`src/rtl/vga_driver.sv`:
```
// rtl/vga_driver.sv - VGA timing generator with a 2-clock output pipeline; VGA_BORDER_EN forces a white border
// Counters run in pixel clocks; stage 1 registers position flags, stage 2 meets the registered pattern data.
module vga_driver #(
    parameter int H_DISP   = 640,
    parameter int H_FRONT  = 16,
    parameter int H_SYNC   = 96,
    parameter int H_BACK   = 48,
    parameter int V_DISP   = 480,
    parameter int V_FRONT  = 10,
    parameter int V_SYNC   = 2,
    parameter int V_BACK   = 33,
    parameter bit SYNC_POL = 1'b0
) (
    input  logic        clk_25m,
    input  logic        rst,
    input  logic [23:0] vga_data,
    output logic [10:0] vga_xpos,
    output logic [10:0] vga_ypos,
    output logic        vga_hs,
    output logic        vga_vs,
    output logic        vga_de,
    output logic [23:0] vga_rgb,
    output logic        vga_frame
);

    localparam logic [10:0] H_ACT    = 11'(H_DISP);
    localparam logic [10:0] H_LAST   = 11'(H_DISP + H_FRONT + H_SYNC + H_BACK - 1);
    localparam logic [10:0] HS_START = 11'(H_DISP + H_FRONT);
    localparam logic [10:0] HS_END   = 11'(H_DISP + H_FRONT + H_SYNC);
    localparam logic [10:0] V_ACT    = 11'(V_DISP);
    localparam logic [10:0] V_LAST   = 11'(V_DISP + V_FRONT + V_SYNC + V_BACK - 1);
    localparam logic [10:0] VS_START = 11'(V_DISP + V_FRONT);
    localparam logic [10:0] VS_END   = 11'(V_DISP + V_FRONT + V_SYNC);

    logic [10:0] h_cnt;
    logic [10:0] v_cnt;
    logic        active;
    logic        in_hsync;
    logic        in_vsync;

    logic        s1_hs;
    logic        s1_vs;
    logic        s1_active;
    logic        s1_first;

    always_ff @(posedge clk_25m or posedge rst) begin
        if (rst) begin
            h_cnt <= '0;
            v_cnt <= '0;
        end else if (h_cnt == H_LAST) begin
            h_cnt <= '0;
            v_cnt <= (v_cnt == V_LAST) ? 11'd0 : v_cnt + 11'd1;
        end else begin
            h_cnt <= h_cnt + 11'd1;
        end
    end

    assign active   = (h_cnt < H_ACT) && (v_cnt < V_ACT);
    assign in_hsync = (h_cnt >= HS_START) && (h_cnt < HS_END);
    assign in_vsync = (v_cnt >= VS_START) && (v_cnt < VS_END);

    // The request goes out now; the pattern block answers one clock later, in step with stage 1.
    assign vga_xpos = active ? h_cnt : 11'd0;
    assign vga_ypos = active ? v_cnt : 11'd0;

`ifdef VGA_BORDER_EN
    logic s1_border;
    logic on_edge;

    assign on_edge = (h_cnt == 11'd0) || (h_cnt == H_ACT - 11'd1) ||
                     (v_cnt == 11'd0) || (v_cnt == V_ACT - 11'd1);

    always_ff @(posedge clk_25m or posedge rst) begin
        if (rst) begin
            s1_border <= 1'b0;
        end else begin
            s1_border <= active && on_edge;
        end
    end
`endif

    always_ff @(posedge clk_25m or posedge rst) begin
        if (rst) begin
            s1_hs     <= ~SYNC_POL;
            s1_vs     <= ~SYNC_POL;
            s1_active <= 1'b0;
            s1_first  <= 1'b0;
        end else begin
            s1_hs     <= in_hsync ? SYNC_POL : ~SYNC_POL;
            s1_vs     <= in_vsync ? SYNC_POL : ~SYNC_POL;
            s1_active <= active;
            s1_first  <= (h_cnt == 11'd0) && (v_cnt == 11'd0);
        end
    end

    always_ff @(posedge clk_25m or posedge rst) begin
        if (rst) begin
            vga_hs    <= ~SYNC_POL;
            vga_vs    <= ~SYNC_POL;
            vga_de    <= 1'b0;
            vga_rgb   <= 24'h000000;
            vga_frame <= 1'b0;
        end else begin
            vga_hs    <= s1_hs;
            vga_vs    <= s1_vs;
            vga_de    <= s1_active;
            vga_frame <= s1_first;
`ifdef VGA_BORDER_EN
            if (s1_border) begin
                vga_rgb <= 24'hFFFFFF;
            end else begin
                vga_rgb <= s1_active ? vga_data : 24'h000000;
            end
`else
            vga_rgb   <= s1_active ? vga_data : 24'h000000;
`endif
        end
    end

endmodule

```
`config.mk`:
```
export PLATFORM = sky130hd
export DESIGN_NAME = vga_driver
export DESIGN_NICKNAME = d
export VERILOG_FILES = /design/src/rtl/vga_driver.sv
export SDC_FILE = /design/constraint.sdc
export NUM_CORES = 1
export LEC_CHECK = 0
export ABC_AREA = 1
export CORE_MARGIN = 5
export CORE_UTILIZATION = 42
export CTS_CLUSTER_DIAMETER = 40
export CTS_CLUSTER_SIZE = 24
export DETAILED_ROUTE_END_ITERATION = 8
export PLACE_DENSITY = 0.76
export SLEW_MARGIN = 20
export SYNTH_ARGS = -nofsm -noshare
export SYNTH_HDL_FRONTEND = slang
export SYNTH_SLANG_ARGS = --single-unit
```
`constraint.sdc`:
```
create_clock -name clk_25m -period 1.6 [get_ports clk_25m]
set_input_delay 0.32 -clock clk_25m [delete_from_list [all_inputs] [get_ports clk_25m]]
set_output_delay 0.32 -clock clk_25m [all_outputs]
set_load 0.02 [all_outputs]
```
### Word-level counts from Yosys, hierarchy flattened

Index checks and enable logic that the tools add are counted.

| word-level totals | value |
|---|---|
| input bits | 26 |
| output and inout port bits | 50 |
| register bits after elaboration | 54 |

| operators by class | value |
|---|---|
| reduce and logical (&&, ||, !) cells | 6 |
| $lt $le $gt $ge | 6 |
| $add $sub $neg | 2 |
| muxes and demuxes | 7 |
| equal/unequal tests | 2 |

Operators by type and width:

| operator | number |
|---|---|
| two-way mux 11 bit | 4 |
| two-way mux 24 bit | 1 |
| adder 11 x 1 -> 11 bit (second input constant) | 2 |
| equality test 11 x 10 -> 1 bit (second input constant) | 2 |
| logical NOT 11 bit | 2 |
| < comparator 11 x 10 -> 1 bit (second input constant) | 2 |
| < comparator 11 x 9 -> 1 bit (second input constant) | 2 |
| greater-or-equal comparator 11 x 10 -> 1 bit (second input constant) | 1 |
| greater-or-equal comparator 11 x 9 -> 1 bit (second input constant) | 1 |
| logical AND 1 bit | 4 |
| two-way mux 1 bit | 2 |

### Depth between registers and ports, before layout

| depth | value |
|---|---|
| word-level depth | 3 |
| mapped depth | 8 |
| depth with buffers taken out | 8 |

### Worst setup path after synthesis

No wires, ideal clock.

| timing | value |
|---|---|
| path type | reg-to-output |
| from | register h_cnt[8] |
| to | output vga_ypos[0] |
| slack | 0.089 ns |
| stages on the path, launching flop included | 7 |
| path buffers | 1 |
| arrival | 1.191 ns |
| cell sequence | dfrtp_1 > inv_1 > a21oi_1 > nor2_1 > o211ai_1 > buf_2 > nor2_1 |

| on the way | value |
|---|---|
| cells in the longest elaborated chain, start to end | 3 |

Ends and longest elaborated chain:

| item | line | source |
|---|---|---|
| start, declared | 35 | `logic [10:0] h_cnt;` |
| start signal, assigned | 54 | `h_cnt <= h_cnt + 11'd1;` |
| < comparator 11 x 10 -> 1 bit | 58 | `assign active = (h_cnt < H_ACT) && (v_cnt < V_ACT);` |
| logical AND 1 bit | 58 |  |
| two-way mux 11 bit | 64 | `assign vga_ypos = active ? v_cnt : 11'd0;` |
| end, declared | 18 | `output logic [10:0] vga_ypos,` |

Every way passes these cells.

### Worst setup path after layout

| timing | value |
|---|---|
| from | register h_cnt[10] |
| to | output vga_xpos[1] |

| on the way | value |
|---|---|
| cells in the longest elaborated chain, start to end | 3 |

Ends and longest elaborated chain:

| item | line | source |
|---|---|---|
| < comparator 11 x 10 -> 1 bit | 58 |  |
| logical AND 1 bit | 58 |  |
| two-way mux 11 bit | 63 | `assign vga_xpos = active ? h_cnt : 11'd0;` |
| end, declared | 17 | `output logic [10:0] vga_xpos,` |

Every way passes these cells.

==> results.cfg <==
[setup_path]
arrival_ns = 1.67
path_max_fanout = 7
timing.critical_path.cells = inv_2, nand2_2, a21oi_2, nor2_1, o211ai_1, buf_4, nor2_2, buf_6
slowest_stage = dfrtp_1
worst_path_largest_cell_delay_ns = 0.40
start_kind = flop
crit_path_end_kind = primary output
crit_type = reg2out
required_ns = 1.28

[sta]
period_minus_slack_ns = 1.99
tns_ns = -7.10
final-hold-violation-count = 0
rsz0062_at_grt = true
final-setup-viol-count = 20
fin_ws_ns = -0.395
timing.fmax_ghz = 0.501
skew_ns = 0.00376
fin_crit_sh = 1.25
timing.slew.headroom = 0.510
worstMarginPinSlew_ns = 0.735
finalMaxSlewViolations = 0

[grt]
grt_remaining_overflow = 0
antenna_found_initial = 0
grt_pass1_vias = 2425
grt_usage = 0.193
grt_first_pass_wirelength_mm = 11.4
grt_start_max_net_pins = 26

[power_and_ir_drop]
netSwitchingPower_w = 0.000553
pwr-share-comb = 0.099
powerDensity_nw_per_um2 = 614
internal_power_w = 0.00183
power_w = 0.00238
p_sw_frac = 0.232
max-vdd-ir-drop_uv = 367
pwr-share-clk = 0.312
p_leak_nw = 2.14
sequentialPowerShare = 0.589

[yosys]
synth_fa_ha_area_frac = 0.0203
ys_ff_latch = 54
yosys_warnings = 0
synth_xor_area_frac = 0.0213
synth_top_family_by_area = simple AND/OR/NAND/NOR gates
ys_types = 24
synth_seq_area_share = 0.550
yosys.area_share.simple = 0.253
avgSynthCellArea_sq_um = 8.36
netlist_instances = 295
synth_compound_area_frac = 0.0340
synth_mux_area_frac = 0
syn-cell-area_sq_um = 2470

[routing]
dr.pass1.iters = 4
vias_per_cell = 4.81
drcViolationCount = 0
post_drt_wl_per_cell_um = 14.1
ant_nets = 0
routed_wl_mm = 6.92
drtIter0Drc = 119
vias = 2357

[clock_network]
cts_sinks = 54
clock_path_buffers = 2
cts_made_buffers = 5
cts-hold-fix-buffers = 0
clk_pin_slew_ns = 0.09
clockRootBuffer = clkbuf_8
cts_max_level = 2
cts_tree = yes
clk_latency_ns = 0.30

[run_status]
outcome = complete, but fails checks
violations = setup timing

[floorplanning]
die_h_um = 86.6
die_w_um = 86.6
die_area_sq_um = 7500
core_sq_um = 5820
start_util = 0.424
design.portCount = 76
rows = 28

[placement]
dpl.hpwl_mm = 4.79
place_congestion = 0.910
io_buffers = 72

[cells_and_area]
area_growth_pct = 57.1
nets = 444
nFillCells = 471
final_cell_mix = 66 x nand2_1, 57 x inv_1, 50 x dfrtp_1
num_antenna_cells = 0
drive_gt1_frac = 0.270
final_common_cell = nand2_1

[worst_hold_path]
worstHoldPathType = in2async

[run]
drv_cap = 0
==> metal layers <==
metal,track usage,vias up,wire (um)
li1,-,1125,-
met1,0.225,1134,2640
met2,0.346,75,3610
met3,0.0333,23,398
met4,0.0864,0,274
met5,0,-,0
==> power groups by stage <==
stage	clock (W)	combinational, W	sequential (W)
global route	0.000814	0.000256	0.00141
finish	0.000742	0.000236	0.00140
detailed placement	0	0.000242	0.00143
floorplan	0	0.0000540	0.00147
global placement	0	0.000237	0.00143
CTS	0.000757	0.000242	0.00140
==> final timing paths <==
path                                start  cells past startpoint  slack, ns     endpoint
worst max-delay path            h_cnt[10]                      8      -0.39  vga_xpos[1]
worst min-delay path                  rst                      2       0.36   vga_rgb[2]
worst max register to register   h_cnt[0]                      8      -0.01    h_cnt[10]
worst min register to register      s1_hs                      0       0.36       vga_hs
max in group asynchronous             rst                      3       0.76     v_cnt[5]
min in group clk_25m                s1_hs                      0       0.36       vga_hs
==> synth_stat cells <==
library cell,instances,area share
nand3_1,17,0.034
nor3_1,5,0.010
dfrtp_1,50,0.51
buf_6,2,0.0091
dfstp_2,4,0.043
o2111ai_1,1,0.0036
buf_4,3,0.0091
ha_1,4,0.020
conb_1,1,0.0015
nand3b_1,2,0.0061
buf_2,2,0.0041
nor2_1,42,0.064
nand2_1,67,0.10
o31ai_1,1,0.0030
o21ai_0,9,0.018
nand4_1,8,0.020
xor2_1,6,0.021
a21oi_1,3,0.0061
nand3_4,1,0.0071
nor3_4,1,0.0066
o211ai_1,1,0.0030
clkbuf_1,2,0.0030
inv_1,62,0.094
nor4_1,1,0.0025
==> cell families (layout without fill, tap and decap cells) <==
kind of cell	after synthesis	in the layout
and+or+nand+nor	144	144
buffers and inverters	71	189
other	1	3
DFF	54	54
AOI/OAI and AO/OA	15	15
adders and majority gates	4	4
xor gates and xnor gates	6	6
==> what timing repair did <==
item / in CTS / in global routing
endpoints found under the setup margin: 24 / 57
pin swaps: 3 / 2
buffers inserted: 13 / 4
resized for setup: 99 / 86
cloned: 2 / 0
==> metrics by stage <==
stage	worst slack (ns)	area (sq um)	std cells	util	hold WS [ns]
after floorplan	0.0888	2480	297	-	0.331
after global placement	-0.329	3550	474	0.610	0.336
after detailed placement	-0.423	3550	474	0.610	0.347
after CTS	-0.380	3670	492	0.631	0.361
after global routing	-0.493	3870	490	0.666	0.369
final	-0.395	3870	490	0.666	0.359
==> area by class of cell <==
class | instances | area [sq um] | area share
Clock buffer | 6 | 72.6 | 0.0187
Clock inverter | 2 | 13.8 | 0.00355
Inverter | 62 | 236 | 0.0610
Multi-Input combinational cell | 172 | 930 | 0.240
Sequential cell | 54 | 1360 | 0.350
Tap cell | 75 | 93.8 | 0.0242
Timing Repair Buffer | 119 | 1170 | 0.303
==> critical path, delay by kind of cell (launching register included) <==
family | cells | cell delay, ns
compound gates | 2 | 0.33
buf+inv | 3 | 0.48
flops | 1 | 0.40
simple gates | 3 | 0.18
==> flip-flops by register name, indices dropped and copies added (netlist names) <==
| register | count |
|---|---|
| vga_hs | 1 |
| v_cnt | 11 |
| s1_active | 1 |
| s1_hs | 1 |
| vga_de | 1 |
| s1_vs | 1 |
| vga_vs | 1 |
| h_cnt | 11 |
| vga_frame | 1 |
| s1_first | 1 |
| vga_rgb | 24 |
Note: power is estimated with default switching activity, not from simulation.
